`config.mk`:
```
export PLATFORM = sky130hd
export DESIGN_NAME = data_mem_ctrl
export DESIGN_NICKNAME = d
export VERILOG_FILES = /design/src/rtl/data_mem_ctrl.sv
export SDC_FILE = /design/constraint.sdc
export NUM_CORES = 2
export LEC_CHECK = 0
export ABC_CLOCK_PERIOD_IN_PS = 3300
export CORE_ASPECT_RATIO = 1.25
export CORE_MARGIN = 1.5
export CORE_UTILIZATION = 39
export CTS_CLUSTER_DIAMETER = 40
export CTS_CLUSTER_SIZE = 40
export DETAILED_ROUTE_END_ITERATION = 8
export PLACE_DENSITY_LB_ADDON = 0.15
export SKIP_LAST_GASP = 1
export SLEW_MARGIN = 20
export SYNTH_ARGS = -nofsm -noshare
export SYNTH_HDL_FRONTEND = slang
export SYNTH_SLANG_ARGS = --single-unit
```
`constraint.sdc`:
```
create_clock -name Clock -period 3.3 [get_ports Clock]
set_input_delay 0.66 -clock Clock [delete_from_list [all_inputs] [get_ports Clock]]
set_output_delay 0.66 -clock Clock [all_outputs]
set_load 0.02 [all_outputs]
```
`src/rtl/data_mem_ctrl.sv`:
```
`default_nettype none
// ============================================================================
// Module   : data_mem_ctrl
// Purpose  : Data-side memory controller sitting behind the processor's
//            memory stages. Holds the on-chip word RAM plus a small MMIO
//            block (LEDR register, synchronised switches, free-running
//            cycle counter) and a sticky illegal-access flag. Loads have a
//            fixed two-cycle latency and are fully pipelined; stores commit
//            at the edge that ends the request cycle.
// Ports    : Clock     - system clock, rising edge
//            Reset     - asynchronous, active-high reset
//            DataAddr  - word address of the request
//            DataOut   - store data from the processor
//            WriteData - store request this cycle
//            ReadData  - load request this cycle
//            SW        - raw board switches (asynchronous)
//            DataIn    - load result (zero when DataDone is low)
//            DataDone  - DataIn valid this cycle
//            LEDR      - LED register, low 10 bits
//            MemError  - sticky illegal-access flag, cleared only by Reset
// Revision : 1.0 - initial release
// ============================================================================
module data_mem_ctrl #(
  parameter int                   WORD_SIZE = 16,
  parameter int                   DEPTH     = 256,
  parameter logic [WORD_SIZE-1:0] LED_ADDR  = 16'h1000,
  parameter logic [WORD_SIZE-1:0] CNT_ADDR  = 16'h2000,
  parameter logic [WORD_SIZE-1:0] SW_ADDR   = 16'h3000
) (
  input  logic                 Clock,
  input  logic                 Reset,
  input  logic [WORD_SIZE-1:0] DataAddr,
  input  logic [WORD_SIZE-1:0] DataOut,
  input  logic                 WriteData,
  input  logic                 ReadData,
  input  logic [9:0]           SW,
  output logic [WORD_SIZE-1:0] DataIn,
  output logic                 DataDone,
  output logic [9:0]           LEDR,
  output logic                 MemError
);

  localparam int                 c_addr_w    = $clog2(DEPTH);
  localparam logic [WORD_SIZE:0] c_depth_ext = (WORD_SIZE+1)'(DEPTH);

  // Region select carried down the read pipeline.
  localparam logic [1:0] c_sel_ram  = 2'd0;
  localparam logic [1:0] c_sel_mmio = 2'd1;
  localparam logic [1:0] c_sel_none = 2'd2;

  // --------------------------------------------------------------------------
  // State
  // --------------------------------------------------------------------------
  logic [WORD_SIZE-1:0] r_ram [DEPTH];
  logic [WORD_SIZE-1:0] r_counter;
  logic [9:0]           r_ledr;
  logic                 r_mem_error;
  logic [9:0]           r_sw_meta;
  logic [9:0]           r_sw_sync;

  // Read pipeline stage 1
  logic                 r_s1_valid;
  logic [1:0]           r_s1_sel;
  logic [WORD_SIZE-1:0] r_s1_mmio;
  logic [WORD_SIZE-1:0] r_s1_ram_q;

  // Read pipeline stage 2 (drives the outputs directly)
  logic                 r_s2_valid;
  logic [WORD_SIZE-1:0] r_s2_data;

  // --------------------------------------------------------------------------
  // Request decode
  // --------------------------------------------------------------------------
  logic                 w_is_ram;
  logic                 w_is_led;
  logic                 w_is_cnt;
  logic                 w_is_sw;
  logic                 w_legal;
  logic [c_addr_w-1:0]  w_ram_idx;
  logic                 w_ram_we;
  logic                 w_ram_re;
  logic                 w_led_we;
  logic                 w_cnt_we;
  logic                 w_err_set;
  logic [1:0]           w_sel;
  logic [WORD_SIZE-1:0] w_mmio_val;
  logic [WORD_SIZE-1:0] w_s2_next;

  always_comb begin
    w_is_ram  = ({1'b0, DataAddr} < c_depth_ext);
    w_is_led  = (DataAddr == LED_ADDR);
    w_is_cnt  = (DataAddr == CNT_ADDR);
    w_is_sw   = (DataAddr == SW_ADDR);
    w_legal   = w_is_ram | w_is_led | w_is_cnt | w_is_sw;

    // Only meaningful once w_is_ram has qualified the address.
    w_ram_idx = DataAddr[c_addr_w-1:0];

    w_ram_we  = WriteData & w_is_ram;
    w_ram_re  = ReadData  & w_is_ram;
    w_led_we  = WriteData & w_is_led;
    w_cnt_we  = WriteData & w_is_cnt;

    // Simultaneous load/store is serviced but still flagged; stores to the
    // read-only switch port and any access outside the map are flagged too.
    w_err_set = (WriteData & ReadData)
              | (WriteData & (w_is_sw | ~w_legal))
              | (ReadData  & ~w_legal);

    if (w_is_ram) begin
      w_sel = c_sel_ram;
    end else if (w_legal) begin
      w_sel = c_sel_mmio;
    end else begin
      w_sel = c_sel_none;
    end

    // MMIO values are captured in the request cycle, before any store in
    // that same cycle lands, which gives read-before-write for free.
    w_mmio_val = '0;
    if (w_is_led) begin
      w_mmio_val = {{(WORD_SIZE-10){1'b0}}, r_ledr};
    end else if (w_is_cnt) begin
      w_mmio_val = r_counter;
    end else if (w_is_sw) begin
      w_mmio_val = {{(WORD_SIZE-10){1'b0}}, r_sw_sync};
    end
  end

  // --------------------------------------------------------------------------
  // Word RAM: no reset on the array. The read port is sampled at the request
  // edge, so a same-cycle store is not yet visible (read-before-write) while
  // a store in the previous cycle already is (read-after-write).
  // --------------------------------------------------------------------------
  always_ff @(posedge Clock) begin
    if (w_ram_we) begin
      r_ram[w_ram_idx] <= DataOut;
    end
    if (w_ram_re) begin
      r_s1_ram_q <= r_ram[w_ram_idx];
    end
  end

  // --------------------------------------------------------------------------
  // Read pipeline
  // --------------------------------------------------------------------------
  always_comb begin
    w_s2_next = '0;
    if (r_s1_valid) begin
      case (r_s1_sel)
        c_sel_ram:  w_s2_next = r_s1_ram_q;
        c_sel_mmio: w_s2_next = r_s1_mmio;
        default:    w_s2_next = '0;
      endcase
    end
  end

  always_ff @(posedge Clock or posedge Reset) begin
    if (Reset) begin
      r_s1_valid <= 1'b0;
      r_s1_sel   <= c_sel_none;
      r_s1_mmio  <= '0;
      r_s2_valid <= 1'b0;
      r_s2_data  <= '0;
    end else begin
      r_s1_valid <= ReadData;
      r_s1_sel   <= w_sel;
      r_s1_mmio  <= w_mmio_val;
      r_s2_valid <= r_s1_valid;
      r_s2_data  <= w_s2_next;
    end
  end

  // --------------------------------------------------------------------------
  // MMIO registers, switch synchroniser and error flag
  // --------------------------------------------------------------------------
  always_ff @(posedge Clock or posedge Reset) begin
    if (Reset) begin
      r_counter   <= '0;
      r_ledr      <= '0;
      r_mem_error <= 1'b0;
      r_sw_meta   <= '0;
      r_sw_sync   <= '0;
    end else begin
      // A store to the counter clears it and suppresses that edge's increment.
      if (w_cnt_we) begin
        r_counter <= '0;
      end else begin
        r_counter <= r_counter + 1'b1;
      end

      if (w_led_we) begin
        r_ledr <= DataOut[9:0];
      end

      if (w_err_set) begin
        r_mem_error <= 1'b1;
      end

      r_sw_meta <= SW;
      r_sw_sync <= r_sw_meta;
    end
  end

  assign DataIn   = r_s2_data;
  assign DataDone = r_s2_valid;
  assign LEDR     = r_ledr;
  assign MemError = r_mem_error;

endmodule
`default_nettype wire

```
* Yosys cells after proc, flatten, opt, wreduce, memory -nomap -nowiden
Memory sizes are Yosys's and may differ from the RTL's. A register that Yosys moved wholly into a read port is not among the register bits. Cells that the tools add are included.
Word-level totals: flip-flop bits (word level) 83, RAM bits 4096, output and inout bits 28, word-level logic and storage cells 42, memories 1
Cells by class: add/sub/neg operators 1, magnitude comparators 1, equality and inequality tests 4, mux-type cells 10, bitwise operators 14, reductions and logical operators 1
Memories:
- r_ram | words 256, bits a word 16, read ports 1, clocked after Yosys merged registers in 1, wr ports 1, RTL line 54 | logic [WORD_SIZE-1:0] r_ram [DEPTH];
Operators by type and width (count):
- two-way mux 16 bit | 4
- == test 16 x 14 -> 1 bit, second input constant | 2
- case mux 16 bit (2 select lines) | 1
- adder 16 x 1 -> 16 bit, second input constant | 1
- == test 16 x 13 -> 1 bit, second input constant | 1
- < comparator 16 x 9 -> 1 bit, second input constant | 1
- two-way mux 10 bit | 1
- bitwise AND 1 bit | 7
- bitwise OR 1 bit | 6
- two-way mux 2 bit | 2
- == test 2 x 1 -> 1 bit, second input constant | 1
- zero test 2 bit | 1
- two-way mux 1 bit | 2
- NOT 1 bit | 1

* Longest topological paths before layout
word-level depth 9, gate-level depth with buffers 9

* Worst setup path after synthesis
OpenSTA, ideal clock, no wires.
path type in2reg, from in DataAddr[1], to mem r_ram[199][0] (enable), setup time 0.388 ns, arrival time 2.862 ns, setup slack 0.050 ns, cell stages on the path 8, cell sequence buf_2 buf_2 buf_1 buf_2 nor2b_1 nand3_1 clkbuf_1 nor2_1
Between the ends: word-level cells in the longest chain between the ends 4
RTL lines:
- start: declaration | RTL line 32 | input logic [WORD_SIZE-1:0] DataAddr,
- < comparator 16 x 9 -> 1 bit | RTL line 90 | w_is_ram = ({1'b0, DataAddr} < c_depth_ext);
- bitwise AND 1 bit | RTL line 99 | w_ram_we = WriteData & w_is_ram;
- two-way mux 1 bit | RTL line 136 | if (w_ram_we) begin
- two-way mux 1 bit (not written as such) | RTL line 137 | r_ram[w_ram_idx] <= DataOut;
- end: declaration | RTL line 54
Parallel ways exist; a longest one is shown, timed or not.

* Worst setup path in the final report
from in DataAddr[0], to reg r_s1_ram_q[10], read port of r_ram, data pin
Between the ends: word-level cells in the longest chain between the ends 2
RTL lines:
- < comparator 16 x 9 -> 1 bit | RTL line 90
- bitwise AND 1 bit | RTL line 100 | w_ram_re = ReadData & w_is_ram;
- end: declaration | RTL line 65 | logic [WORD_SIZE-1:0] r_s1_ram_q;
Parallel ways exist; a longest one is shown, timed or not. A chain may end at the register's enable or synchronous reset.

==> metrics <==
top cells by count, synth=edfxtp_1, mux4_2, a22oi_1; Max Slew Vio Count=0; Crit path arrival time=4.07 ns; Vias/cell=5.60; Worst Path Required=4.02 ns; Final Hold Fails=0; Yosys reg bits=4,195; CTS Buf Count=482; clock root buffer=clkbuf_16; internal power=92,900 uW; CORE AREA=404,000 sq um; Crit Path Category=in -> reg; synthesis warning total=0; reg2reg start=r_ram[232][10]$_DFFE_PP_; most common cell in the netlist=edfxtp_1; clock input transition at the sequential cells of the worst setup and hold paths=0.06 ns; Worst-Skew Late Latency=1.01 ns; Clock Sinks=4,195; ys async rst share=1.98%; Reg2Reg Depth=7; fin worst setup slack=-0.0532 ns; via count=79,162; Yosys top cell area share=77.9%; Yosys top cell by area=edfxtp_1; status=complete, but fails checks; Tmin final=3.35 ns; synth unique cells=34; syn_nets=6,997; worst r2r dst=r_s1_ram_q[10]$_DFFE_PP_; Hold Startpoint=SW[3]; EDFF count, synth=4,112; layout cells sized above 1=36.8%; final net count=8,347; drt drc=0; Layout area overhead=23.4%; First DRT Iteration DRCs=8,288; worst hold path depth=1; Die X=573 microns; Core Util, Final=48.4%; pwr/cell area=612 nW/um^2; number of global-route vias before repair=82,271; Net Sw Frac=22.4%; part of the power in registers=48.9%; Worst Skew=0.0451 ns; final WL=454,000 microns; Setup crit end kind=flop; ranking of synthesized cells by area=edfxtp_1, mux4_2, a22oi_1; placed cell areas=179,000 sq um; worst vdd ir=491 uV; Hold WS=0.0990 ns; unrepaired setup endpoints after global routing=no; critical path startpoint category=input port; NetSw=26,900 uW; hold endpoint=r_sw_meta[3]$_DFF_PP0_; Total Neg Setup Slack=-0.0532 ns; first-pass GRT wire length=637,000 microns; period utilization=102%; Max Freq=298 MHz; violated checks=negative setup slack; num rows=261; Mapped Area=158,000 sq um; CTS tree=yes; Die Ht=716 microns; MaxCap Viol Count=0; power share of the combinational group=4.9%; IO buf count=73; Antenna Nets Post-Route=0; Slew HR=23.0%; Wirelength per Cell=32.2 microns; Detail Placement HPWL=287,000 microns; CTS H-tree lvls=5; Die Area=410,000 sq um; Initial Util=39.2%; Worst Hold Class=in -> reg; largest net degree at the start of global routing=132; Final setup viols=1; GRT Util Overall=21.9%; syn_area_per_cell=22.8 sq um; Congestion Overflow GR=0; leakage=0.0626 uW; Top FF cell, synth=edfxtp_1; Placer Congestion=0.812; I/O Pins=74; Clock Power Share=46.2%; Max Buffers Root-to-Sink=4; CP max FO=32; initial antenna violation count=25; Reg2Reg Setup Slack=0.17 ns; Worst-Margin Slew=1.14 ns; Mapped Cells=6,950; Seq/Total Area, Yosys=79.2%; Post-Layout Inst Area=196,000 sq um; First-pass DRT Iterations=8
## stage by stage
stage	setup WS [ns]	power, uW	instances
after floorplan	0.0496	62100	6950
after global placement	-1.61	65500	13195
after detailed placement	-1.08	65600	13199
after CTS	0.0272	121000	14116
after global routing	0.0268	123000	14119
final	-0.0532	120000	14128
## what timing repair did
item,4_1_cts,5_1_grt
buffers inserted,0,0
hold buffers,8,0
endpoints found under the setup margin,0,1
resized for setup,0,1
endpoints found under the hold margin,99,0
## logic make-up (layout without fill, tap and decap cells)
| logic type | after synthesis | in the layout | synth area share [%] |
|---|---|---|---|
| buffers and inverters | 443 | 2218 | 1.24 |
| adder cells (fa/ha/maj) | 1 | 1 | 0.00789 |
| AND/OR/NAND/NOR | 403 | 403 | 1.05 |
| other | 0 | 12 | 0 |
| multiplexers | 1050 | 1050 | 14.7 |
| flip-flops | 4195 | 4195 | 79.2 |
| XOR/XNOR | 14 | 14 | 0.0774 |
| AO/OA/AOI/OAI | 844 | 844 | 3.66 |
## per-layer routing
layer / wire length, microns / global-route usage (%)
met2: 227000 / 37.1
met4: 16000 / 7.13
met3: 25600 / 3.14
met1: 185000 / 29.3
met5: 27 / 0
## how the worst max path moves through the flow
stage	startpoint	endpoint	slack, ns	cells past startpoint
after floorplan	DataAddr[1]	r_ram[199][0]$_DFFE_PP_	0.05	8
after global placement	DataAddr[0]	r_s1_ram_q[10]$_DFFE_PP_	-1.61	10
after detailed placement	DataAddr[0]	r_s1_ram_q[10]$_DFFE_PP_	-1.08	10
after CTS	DataAddr[0]	r_s1_ram_q[10]$_DFFE_PP_	0.03	10
after global routing	DataAddr[0]	r_s1_ram_q[2]$_DFFE_PP_	0.03	11
final	DataAddr[0]	r_s1_ram_q[10]$_DFFE_PP_	-0.05	10
## power by group through the flow
| stage | clock [uW] | combinational, uW | sequential, uW |
|---|---|---|---|
| 2_1_floorplan | 0 | 2410 | 59600 |
| 3_3_place_gp | 0 | 5900 | 59600 |
| 3_5_place_dp | 0 | 5990 | 59600 |
| 4_1_cts | 56400 | 6010 | 58500 |
| 5_1_grt | 58300 | 6220 | 58500 |
| 6_report | 55300 | 5920 | 58500 |
## critical path, cell delays in order
cell and delay, ns:
buf_16 0.35, buf_12 0.31, buf_4 0.20, mux4_2 0.50, a22oi_1 0.22, buf_4 0.16
a21oi_1 0.15, o41ai_2 1.06, buf_4 0.26, nand4_1 0.14
## flip-flops by register name, indices dropped and copies added, names as in the netlist
name,count
r_s1_mmio,16
DataDone,1
r_s1_ram_q,16
r_sw_sync,10
DataIn,16
LEDR,10
r_s1_valid,1
r_s1_sel,2
r_counter,16
r_ram,4096
r_sw_meta,10
MemError,1
## area by class of cell
cell class / instances / area, sq um
clock inverter: 391 / 4510
clock buffer: 518 / 12300
inverter: 20 / 76.3
timing repair buffer: 1289 / 14800
sequential: 4195 / 126000
antenna: 12 / 30.0
fill: 33076 / 209000
multi-input combinational: 2312 / 31500
tap: 5391 / 6750
## cells in the final DEF, fill, tap and decap left out, types with 11 or more instances in the layout
cell / count
a21oi_1: 256
a22oi_1: 512
buf_12: 384
buf_4: 820
buf_8: 17
bufinv_16: 55
clkbuf_1: 32
clkbuf_16: 486
clkdlybuf4s50_1: 55
clkinv_1: 33
clkinv_2: 67
clkinv_4: 56
clkinv_8: 21
clkinvlp_4: 41
dfrtp_1: 82
diode_2: 12
edfxtp_1: 4112
inv_1: 19
inv_6: 80
inv_8: 28
mux2i_1: 16
mux4_2: 1024
nand2_1: 20
nand4_1: 21
nor2_1: 272
nor2_2: 28
o41ai_1: 20
o41ai_2: 39
xnor2_1: 11
(Power assumes the default switching activity.)
